===== src/rtl/msrv32_pc_gen.sv =====
// Program-counter stage of the msrv32 core.
// Chooses the next fetch address from trap vector, mret return address,
// branch/jump target, a single pending redirect slot, or sequential PC+4.
// Redirects that arrive during instruction-bus wait states are remembered in
// the pending slot and applied on the next ready edge. flush_out marks the
// instruction returning from the bus as wrong-path so decode can bubble it.
module msrv32_pc_gen #(
    parameter logic [31:0] BOOT_ADDR = 32'h0000_0000
) (
    input  logic        ms_riscv32_mp_clk_in,
    input  logic        ms_riscv32_mp_rst_in,
    input  logic        branch_taken_in,
    input  logic [31:0] iaddr_in,
    input  logic        trap_taken_in,
    input  logic [31:0] trap_address_in,
    input  logic        mret_in,
    input  logic [31:0] epc_in,
    input  logic        ahb_ready_in,
    output logic [31:0] i_addr_out,
    output logic [31:0] pc_out,
    output logic [31:0] pc_plus_4_out,
    output logic        misaligned_instr_out,
    output logic        flush_out
);

    typedef enum logic {
        BOOT = 1'b0,
        RUN  = 1'b1
    } state_t;

    // Redirect priority levels; larger value wins. 0 means "no redirect".
    localparam logic [1:0] PRIO_NONE   = 2'd0;
    localparam logic [1:0] PRIO_BRANCH = 2'd1;
    localparam logic [1:0] PRIO_MRET   = 2'd2;
    localparam logic [1:0] PRIO_TRAP   = 2'd3;

    state_t      state_reg;
    logic [31:0] i_addr_reg;
    logic [31:0] pc_reg;
    logic        flush_reg;
    logic        pend_v_reg;
    logic [31:0] pend_addr_reg;
    logic [1:0]  pend_prio_reg;

    logic [31:0] branch_tgt;
    logic        branch_ok;
    logic        live_v;
    logic [31:0] live_addr;
    logic [1:0]  live_prio;
    logic [31:0] seq_addr;
    logic [31:0] next_addr;
    logic        redirect;
    logic        pend_capture;

    // Branch target with bit 0 cleared; bit 1 set means a misaligned target,
    // which is not followed here (the trap unit raises the exception instead).
    assign branch_tgt           = {iaddr_in[31:1], 1'b0};
    assign misaligned_instr_out = branch_taken_in & branch_tgt[1];
    assign branch_ok            = branch_taken_in & ~branch_tgt[1];

    // Highest-priority live redirect this cycle; lower ones are dropped.
    always_comb begin
        live_v    = 1'b0;
        live_addr = 32'h0;
        live_prio = PRIO_NONE;
        if (trap_taken_in) begin
            live_v    = 1'b1;
            live_addr = trap_address_in;
            live_prio = PRIO_TRAP;
        end else if (mret_in) begin
            live_v    = 1'b1;
            live_addr = epc_in;
            live_prio = PRIO_MRET;
        end else if (branch_ok) begin
            live_v    = 1'b1;
            live_addr = branch_tgt;
            live_prio = PRIO_BRANCH;
        end
    end

    // Next fetch address on a ready edge: live redirect beats the pending one.
    always_comb begin
        seq_addr  = i_addr_reg + 32'd4;
        next_addr = seq_addr;
        redirect  = 1'b0;
        if (live_v) begin
            next_addr = live_addr;
            redirect  = 1'b1;
        end else if (pend_v_reg) begin
            next_addr = pend_addr_reg;
            redirect  = 1'b1;
        end
    end

    // During a stall a redirect replaces the pending one only when it is of
    // equal or higher priority, so the last of the highest-priority requests wins.
    assign pend_capture = live_v & (~pend_v_reg | (live_prio >= pend_prio_reg));

    // Boot/run state machine with fetch/execute PC, flush and pending-slot registers.
    always_ff @(posedge ms_riscv32_mp_clk_in or posedge ms_riscv32_mp_rst_in) begin
        if (ms_riscv32_mp_rst_in) begin
            state_reg     <= BOOT;
            i_addr_reg    <= BOOT_ADDR;
            pc_reg        <= BOOT_ADDR;
            flush_reg     <= 1'b1;
            pend_v_reg    <= 1'b0;
            pend_addr_reg <= 32'h0;
            pend_prio_reg <= PRIO_NONE;
        end else begin
            case (state_reg)
                BOOT: begin
                    // No redirect is honoured until the first fetch is accepted.
                    if (ahb_ready_in) begin
                        state_reg  <= RUN;
                        pc_reg     <= i_addr_reg;
                        i_addr_reg <= seq_addr;
                        flush_reg  <= 1'b0;
                    end
                end
                RUN: begin
                    if (ahb_ready_in) begin
                        pc_reg        <= i_addr_reg;
                        i_addr_reg    <= next_addr;
                        flush_reg     <= redirect;
                        pend_v_reg    <= 1'b0;
                        pend_prio_reg <= PRIO_NONE;
                    end else if (pend_capture) begin
                        pend_v_reg    <= 1'b1;
                        pend_addr_reg <= live_addr;
                        pend_prio_reg <= live_prio;
                    end
                end
                default: begin
                    state_reg <= BOOT;
                    flush_reg <= 1'b1;
                end
            endcase
        end
    end

    assign i_addr_out    = i_addr_reg;
    assign pc_out        = pc_reg;
    assign pc_plus_4_out = pc_reg + 32'd4;
    assign flush_out     = flush_reg;

endmodule


===== config.mk =====
export PLATFORM = sky130hd
export DESIGN_NAME = msrv32_pc_gen
export DESIGN_NICKNAME = d
export VERILOG_FILES = /design/src/rtl/msrv32_pc_gen.sv
export SDC_FILE = /design/constraint.sdc
export NUM_CORES = 1
export LEC_CHECK = 0
export CORE_MARGIN = 4
export CORE_UTILIZATION = 51
export DETAILED_ROUTE_END_ITERATION = 10
export PLACE_DENSITY = 0.9
export SLEW_MARGIN = 25
export SYNTH_ARGS = -nofsm -noshare
export SYNTH_HDL_FRONTEND = slang
export SYNTH_SLANG_ARGS = --single-unit

===== constraint.sdc =====
create_clock -name ms_riscv32_mp_clk_in -period 10.6 [get_ports ms_riscv32_mp_clk_in]
set_input_delay 3.18 -clock ms_riscv32_mp_clk_in [delete_from_list [all_inputs] [get_ports ms_riscv32_mp_clk_in]]
set_output_delay 3.18 -clock ms_riscv32_mp_clk_in [all_outputs]
set_load 0.01 [all_outputs]

## After elaboration in Yosys (flattened, before gate mapping)

Cells that the tools add are included.

- Output and inout port bits: 98
- Flip-flop bits (word level): 101
- Latch bits: 0
- Memory bits (read-only): 0
- Memories kept: 0
- Logic and storage cells: 50
- Input bits: 102
- RAM bits: 0

- Add/sub/neg operators: 2
- Multiplexer cells: 26
- Divide/modulo/power cells: 0
- Shift-type cells: 0
- Bitwise gates (word level): 8
- Reduce and logical (&&, ||, !) cells: 4
- Magnitude comparators: 1
- Eq/ne operators: 2
- Multipliers: 0

Operator list:

| operator | number |
|---|---|
| $mux 32 | 8 |
| $add 32x3->32 const B | 2 |
| $pmux 32 s2 | 1 |
| $mux 1 | 12 |
| $mux 2 | 4 |
| $ne 2x2->1 const B | 2 |
| $not 1->1 | 4 |
| $reduce_and 2->1 | 2 |
| $and 1x1->1 | 3 |
| $reduce_and 3->1 | 1 |
| $ge 2x2->1 | 1 |
| $pmux 1 s2 | 1 |
| $reduce_bool 2->1 | 1 |
| $or 1x1->1 | 1 |

## Longest topological paths before layout

Gate-level depths: netlist (run 1).

- Depth in word-level cells: 10
- Gate-level depth with buffers: 12
- Mapped depth without buffers: 8

## Worst setup path before layout (run 1)

Ideal clock, no wire load.

- Path type: in2out
- From: input port branch_taken_in
- To: output port misaligned_instr_out
- Arrival time: 3.345 ns
- Buffers on the path: 0
- Data required time: 7.420 ns
- Setup slack: 4.075 ns
- Stages: 1
- Cells stage by stage: and2_1

- Longest elaborated chain between the ends: 1

Ends and longest elaborated chain:

| element | line | RTL |
|---|---|---|
| from (decl) | 12 | `input logic branch_taken_in,` |
| $and 1x1->1 | 58 | `assign misaligned_instr_out = branch_taken_in & branch_tgt[1];` |
| to (decl) | 22 | `output logic misaligned_instr_out,` |

Every way passes these cells.

## Final worst setup path (run 1)

Same ends and word-level chain as after synthesis.

==> results of run 1 <==
[cell families (layout without fill, tap and decap cells)]
group / after synthesis / after routing
XOR/XNOR: 28 / 28
AND/OR/NAND/NOR: 228 / 228
buffers and inverters: 66 / 247
flip-flops: 101 / 101
multiplexers: 60 / 60
adder cells (fa/ha/maj): 4 / 4
AO/OA/AOI/OAI: 180 / 180
[synthesized netlist by cell type (all sizes together), types with 3 or more instances]
library cell    n
a221o           3
and2            7
a221oi          5
nand2          73
buf             8
nand3          32
o211ai          6
a21oi          39
o221ai          6
a22oi          26
a31oi           3
nand4          15
or4             3
o211a           3
xor2            4
o311ai          3
mux2           51
and3            5
nand4bb         4
nor3           10
a211o           5
and4            6
nor3b           3
xnor2          24
nor2b          17
mux2i           9
dfrtp         100
clkbuf         36
o31ai           5
o22ai           5
nor4            7
inv            22
nor2           24
o21ai          56
ha              4
nand2b         11
[worst register-to-register path: cells and delay by family (launching register included)]
| family | cells | cell delay (ns) |
|---|---|---|
| flip-flops | 1 | 0.57 |
| AND/OR/NAND/NOR | 3 | 0.79 |
| adder cells (fa/ha/maj) | 1 | 0.28 |
| AO/OA/AOI/OAI | 2 | 0.47 |
| buffers and inverters | 1 | 0.26 |
[worst paths after layout]
path                                                 from                         end  slack [ns]  cells after the start
worst max-delay path                      branch_taken_in        misaligned_instr_out        2.92                      3
worst min-delay path                flush_out$_DFFE_PP1P_       flush_out$_DFFE_PP1P_        0.50                      2
worst max register to register  i_addr_out[2]$_DFFE_PP0P_  i_addr_out[24]$_DFFE_PP0P_        8.11                      7
worst min register to register      flush_out$_DFFE_PP1P_       flush_out$_DFFE_PP1P_        0.50                      2
max in group asynchronous            ms_riscv32_mp_rst_in      pc_out[23]$_DFFE_PP0P_        6.21                      3
min in group asynchronous            ms_riscv32_mp_rst_in       pc_out[8]$_DFFE_PP0P_        3.29                      2
[layer usage]
layer / up-vias / track usage [%] / share of wire [%]
met5: - / 0 / 0
met3: 40 / 6.54 / 9.2
met2: 320 / 41.3 / 47
li1: 2799 / - / -
met4: 0 / 8.64 / 2.1
met1: 2878 / 33.1 / 42
[power groups by stage]
| stage | combinational [uW] | clock (uW) | sequential, uW |
|---|---|---|---|
| 2_1_floorplan | 175 | 0 | 542 |
| 3_3_place_gp | 391 | 0 | 539 |
| 3_5_place_dp | 403 | 0 | 546 |
| 4_1_cts | 405 | 320 | 540 |
| 5_1_grt | 432 | 337 | 553 |
| 6_report | 403 | 316 | 542 |
[per-stage QoR]
stage	total power (uW)	utilization (%)	hold WS, ns
finish	1260	73.3	0.498
global route	1320	73.3	0.523
CTS	1260	73.3	0.500
detailed placement	949	70.8	0.468
global placement	930	70.8	0.462
floorplan	717	-	0.472
[cell type report]
cell class | instances | share of cell area (%)
tap | 143 | 2.10
clock inverter | 3 | 0.221
sequential | 101 | 29.7
timing repair buffer | 209 | 24.1
multi-input combinational | 500 | 39.7
inverter | 22 | 1.00
clock buffer | 13 | 3.18
==> metrics.csv, run 1 <==
stage,metric,value,unit
clocking,cts repair resizes,0,
logic_synthesis,Adder-Cell Fraction of Synth Area,0.811,%
pwr,clock network power share,25.1,%
drt,drt drc,0,
cells_and_area,Storage cell area,0.00253,mm^2
clocking,CTS Buffer Depth,2,
worst_setup_path,"slowest stage cell, crit path",clkdlybuf4s50_1,
logic_synthesis,Netlist cell types,64,
cells_and_area,fillcell total,850,
sta,setup TNS,0,ns
logic_synthesis,Synth Flop Type,dfrtp_1,
logic_synthesis,multiplexer share of the synthesized area,10.8,%
worst_setup_path,CP max stage delay,0.61,ns
sta,minimum clock period,7.68,ns
pwr,VDD IR-drop max,75.9,uV
floorplan,row count,39,
drt,Starting DRT DRC Count,409,
pwr,Comb pwr share,31.9,%
drt,Via-to-Cell Ratio,6.09,
pwr,LEAKAGE,0.00341,uW
worst_setup_path,crit path buf inv count,2,
placed_design,number of port buffers,198,
drt,drt wl/cell,18.1,um
pwr,Internal,868,uW
worst_setup_path,Worst Path Required,7.42,ns
cells_and_area,Syn-to-layout area delta,37.9,%
sta,Slew headroom,49.6,%
logic_synthesis,mapped cell area,0.00617,mm^2
pwr,PwrDens,148,mW/mm^2
global_route,vias in the first global route,5835,
placed_design,HPWL reported at the end of detailed placement,13400,um
logic_synthesis,"EDFF count, synth",0,
floorplan,chip width,118,um
run_status,run status,"finished, final reports clean",
sta,clk_skew,0.00896,ns
worst_setup_path,crit start category,input port,
pwr,Psw,392,uW
logic_synthesis,Synth Area in Simple Gates,20.5,%
logic_synthesis,post-synthesis xor/xnor area fraction,3.97,%
drt,ANT nets after route,0,
pwr,Flop pwr share,43.0,%
global_route,GRT Util Overall,25.4,%
sta,Peak Freq,130,MHz
worst_setup_path,CP Class,in -> out,
worst_setup_path,"critical path, cell by cell",clkdlybuf4s50_1 > and2_1 > clkdlybuf4s50_1,
sta,RSZ-0062 raised after global routing,no,
cells_and_area,"commonest non-fill, non-tap cell in the layout",clkdlybuf4s50_1,
worst_hold_path,Hold Path Class,reg -> reg,
cells_and_area,ANT cells,0,
clocking,H-tree levels,3,
sta,setup violators final,0,
pwr,switching share of total power,31.1,%
logic_synthesis,cell taking the most area after synthesis,dfrtp_1,
drt,DRT Pass-1 Iters,6,
drt,detailed-route via count,6037,
clocking,Root Buffer,clkbuf_16,
floorplan,io pins,200,
floorplan,Core Area,0.0116,mm^2
logic_synthesis,Post-Synthesis Net Count,773,
sta,worst slew pin tran,0.755,ns
clocking,clk_lat worst skew,0.35,ns
drt,final WL,18000,um
sta,Final Cycle Share,72.5,%
placed_design,DP Area,0.00822,mm^2
clocking,clk slew on worst S/H paths,0.06,ns
logic_synthesis,main combinational cell family by area after synthesis,simple AND/OR/NAND/NOR gates,
placed_design,setup slack at placement,2.92,ns
worst_setup_path,worst-path fanout max,8,
logic_synthesis,share of the synthesized area in the top cell type,40.6,%
cells_and_area,share of cells above drive strength 1,11.3,%
clocking,hold buffer count at CTS,0,
floorplan,Die Y,118,um
floorplan,Initial Utilization,53.1,%
worst_setup_path,CP endpoint kind,output port,
global_route,largest net degree at the start of global routing,75,
clocking,Clock Sinks,101,
worst_setup_path,Worst EP arrival,4.50,ns
sta,max-slew violation count,0,
cells_and_area,most frequent cells in the layout,"clkdlybuf4s50_1, dfrtp_1, nand2_1",
floorplan,Die Area,0.0139,mm^2
logic_synthesis,Cells after Synth,667,
worst_setup_path,critical path's most frequent cell,clkdlybuf4s50_1,
placed_design,post-placement cell count,975,
placed_design,Final Wtd Congestion,0.874,
clocking,CTS tree,yes,
sta,final worst slack,2.92,ns
global_route,first-pass GRT wire length,29100,um
cells_and_area,Multi-input gate area,0.00338,mm^2
global_route,initial antenna violation count,0,
cells_and_area,Final Instance Area,0.00851,mm^2
clocking,Num CTS Buffers,9,
logic_synthesis,Syn Area/Cell,9.25,um^2
clocking,postcts setup bufs,0,
logic_synthesis,"Seq/Total Area, Yosys",41.0,%
global_route,remaining global-route overflow,0,
logic_synthesis,synthesis warning total,0,
sta,Final Hold Viols,0,
logic_synthesis,fraction of registers with async set/reset,100,%
worst_setup_path,"delay-heaviest family, CP",buffers and inverters,
logic_synthesis,synth top area cells,"dfrtp_1, mux2_2, o21ai_0",
cells_and_area,Final Instance Count excl. Fillers,991,
logic_synthesis,Synth Register Bits,101,
cells_and_area,fin nets,949,
logic_synthesis,compound-gate portion of the synthesized area,18.7,%
job,Max-Cap Viols,0,
(Power assumes the default switching activity.)
==> run 2: changes to the inputs <==
- CORE_UTILIZATION: 51 -> 47
- PLACE_DENSITY: 0.9 -> 0.84
- clock period: 10.6 -> 8.02 ns (I/O delays scaled with it)
==> run 2 against run 1 <==
Net effect:
- combinational power increased by 31%
- largest power group unchanged
- highest routed layer unchanged
- setup slack got worse by 1.0 ns
- via count decreased by 2.7%
- global-route usage decreased by 1.6 points
- critical endpoint unchanged
==> metrics.csv, run 2 (synthesis results as in run 1) <==
stage,metric,value,unit,change
cells_and_area,share of cells above drive strength 1,11.3,%,about the same
floorplan,Initial Utilization,48.5,%,was 53.1%
floorplan,chip width,123,um,was 118 um
sta,Peak Freq,163,MHz,
cells_and_area,"commonest non-fill, non-tap cell in the layout",clkdlybuf4s50_1,,unchanged
worst_hold_path,Hold Crit Depth,2,,unchanged
clocking,Root Buffer,clkbuf_16,,unchanged
sta,Slew headroom,39.7,%,was 49.6%
floorplan,Core Area,0.0127,mm^2,was 0.0116 mm^2
clocking,clk_lat worst skew,0.34,ns,was 0.35 ns
global_route,remaining global-route overflow,0,,unchanged
drt,drt drc,0,,unchanged
sta,setup TNS,0,ns,unchanged
sta,worst slew pin tran,0.904,ns,was 0.755 ns
sta,max-slew violation count,0,,unchanged
global_route,vias in the first global route,5638,,was 5835
floorplan,Die Y,123,um,was 118 um
worst_setup_path,crit start category,input port,,unchanged
worst_setup_path,worst r2r dst,i_addr_out[31]$_DFFE_PP0P_,,was i_addr_out[24]$_DFFE_PP0P_
global_route,met1 Use GR,32.7,%,was 33.1%
worst_setup_path,"critical path, cell by cell",clkdlybuf4s50_1 > and2_1 > clkdlybuf4s50_1,,unchanged
global_route,gr busiest metal,met2,,unchanged
clocking,CTS Buffer Depth,2,,unchanged
worst_setup_path,worst-path fanout max,8,,unchanged
clocking,postcts setup bufs,0,,unchanged
clocking,hold buffer count at CTS,0,,unchanged
worst_hold_path,Hold Path Class,reg -> reg,,unchanged
job,Max-Cap Viols,0,,unchanged
sta,RSZ-0062 raised after global routing,no,,unchanged
clocking,Clock Sinks,101,,unchanged
cells_and_area,ANT cells,0,,unchanged
floorplan,io pins,200,,unchanged
pwr,VDD IR-drop max,112,uV,was 75.9 uV
sta,setup violators final,0,,unchanged
global_route,GRT met3 Usage,4.19,%,was 6.54%
global_route,first-pass GRT wire length,28500,um,was 29100 um
pwr,PwrDens,195,mW/mm^2,was 148 mW/mm^2
global_route,GRT Util Overall,23.8,%,was 25.4%
clocking,clk slew on worst S/H paths,0.06,ns,about the same
worst_setup_path,CP endpoint kind,output port,,unchanged
drt,drt wl/cell,17.4,um,was 18.1 um
worst_setup_path,critical path's most frequent cell,clkdlybuf4s50_1,,unchanged
clocking,H-tree levels,3,,unchanged
sta,minimum clock period,6.12,ns,
sta,Final Cycle Share,76.3,%,
worst_hold_path,worst hold path endpoint,flush_out$_DFFE_PP1P_,,unchanged
worst_setup_path,Worst EP arrival,3.71,ns,was 4.50 ns
sta,clk_skew,0.00885,ns,was 0.00896 ns
drt,DRT Pass-1 Iters,5,,was 6
clocking,CTS tree,yes,,unchanged
worst_setup_path,Worst Path Required,5.61,ns,was 7.42 ns
placed_design,HPWL reported at the end of detailed placement,13600,um,was 13400 um
global_route,M2 GR Usage,38.3,%,was 41.3%
global_route,initial antenna violation count,0,,unchanged
clocking,cts repair resizes,0,,unchanged
cells_and_area,fin nets,947,,was 949
cells_and_area,Syn-to-layout area delta,38.4,%,was 37.9%
placed_design,Final Wtd Congestion,0.809,,was 0.874
worst_setup_path,CP Class,in -> out,,unchanged
run_status,run status,"finished, final reports clean",,unchanged
worst_setup_path,R2R Path Start,i_addr_out[4]$_DFFE_PP0P_,,was i_addr_out[2]$_DFFE_PP0P_
floorplan,row count,41,,was 39
worst_setup_path,Reg2Reg Depth,5,,was 7
worst_hold_path,hold path start,flush_out$_DFFE_PP1P_,,unchanged
worst_setup_path,"slowest stage cell, crit path",clkdlybuf4s50_1,,unchanged
drt,Via-to-Cell Ratio,5.77,,was 6.09
drt,ANT nets after route,0,,unchanged
floorplan,Die Area,0.0150,mm^2,was 0.0139 mm^2
global_route,largest net degree at the start of global routing,75,,unchanged
pwr,LEAKAGE,0.00340,uW,was 0.00341 uW
drt,Starting DRT DRC Count,371,,was 409
drt,final WL,17700,um,was 18000 um
worst_setup_path,CP max stage delay,0.61,ns,about the same
sta,Final Hold Viols,0,,unchanged
drt,detailed-route via count,5876,,was 6037
placed_design,number of port buffers,198,,unchanged
worst_setup_path,r2r setup slk,5.60,ns,was 8.11 ns
clocking,Num CTS Buffers,9,,unchanged
cells_and_area,most frequent cells in the layout,"clkdlybuf4s50_1, dfrtp_1, nand2_1",,unchanged
pwr,Final Power,1670,uW,was 1260 uW
[run 2: worst max-delay path by stage]
stage / slack, ns / from / end / cells after the start
floorplan: 2.91 / trap_taken_in / pend_addr_reg[3]$_DFFE_PP0P_ / 11
global placement: 1.92 / branch_taken_in / misaligned_instr_out / 3
detailed placement: 1.91 / branch_taken_in / misaligned_instr_out / 3
CTS: 1.89 / branch_taken_in / misaligned_instr_out / 3
global route: 1.82 / branch_taken_in / misaligned_instr_out / 3
finish: 1.90 / branch_taken_in / misaligned_instr_out / 3
[run 2: through the flow]
| step | area, um^2 | worst slack (ns) | std cells | hold slack, ns | util [%] |
|---|---|---|---|---|---|
| final | 8540 | 1.90 | 1018 | 0.472 | 67.1 |
| after floorplan | 6170 | 2.91 | 667 | 0.472 | - |
| after global placement | 8250 | 1.92 | 1002 | 0.463 | 64.8 |
| after detailed placement | 8250 | 1.91 | 1002 | 0.462 | 64.8 |
| after global routing | 8540 | 1.82 | 1018 | 0.515 | 67.1 |
| after CTS | 8540 | 1.89 | 1018 | 0.474 | 67.1 |
[run 2: layer usage]
| metal | up-vias | share of wire (%) |
|---|---|---|
| met5 | - | 0 |
| met4 | 0 | 1.3 |
| met3 | 16 | 8.3 |
| met2 | 259 | 47 |
| met1 | 2810 | 44 |
| li1 | 2791 | - |
[run 2: area by class of cell]
class                   instances  area, um^2
clock buffers                   9         225
multi-input cells             500        3380
repair buffers                207        2040
fillers                      1012        4180
clock inverters                 7        66.3
inverters                      22        85.1
well taps                     172         215
flip-flops and latches        101        2530
[run 2: where the power goes]
part,internal [uW],switching (uW)
Sequential,599,116
Combinational,312,217
Clock,240,184
Total,1150,517
[run 2: worst max-delay path, delay by kind of cell]
kind	cells	cell delay, ns
and+or+nand+nor	1	0.17
buffers and inverters	2	1.14
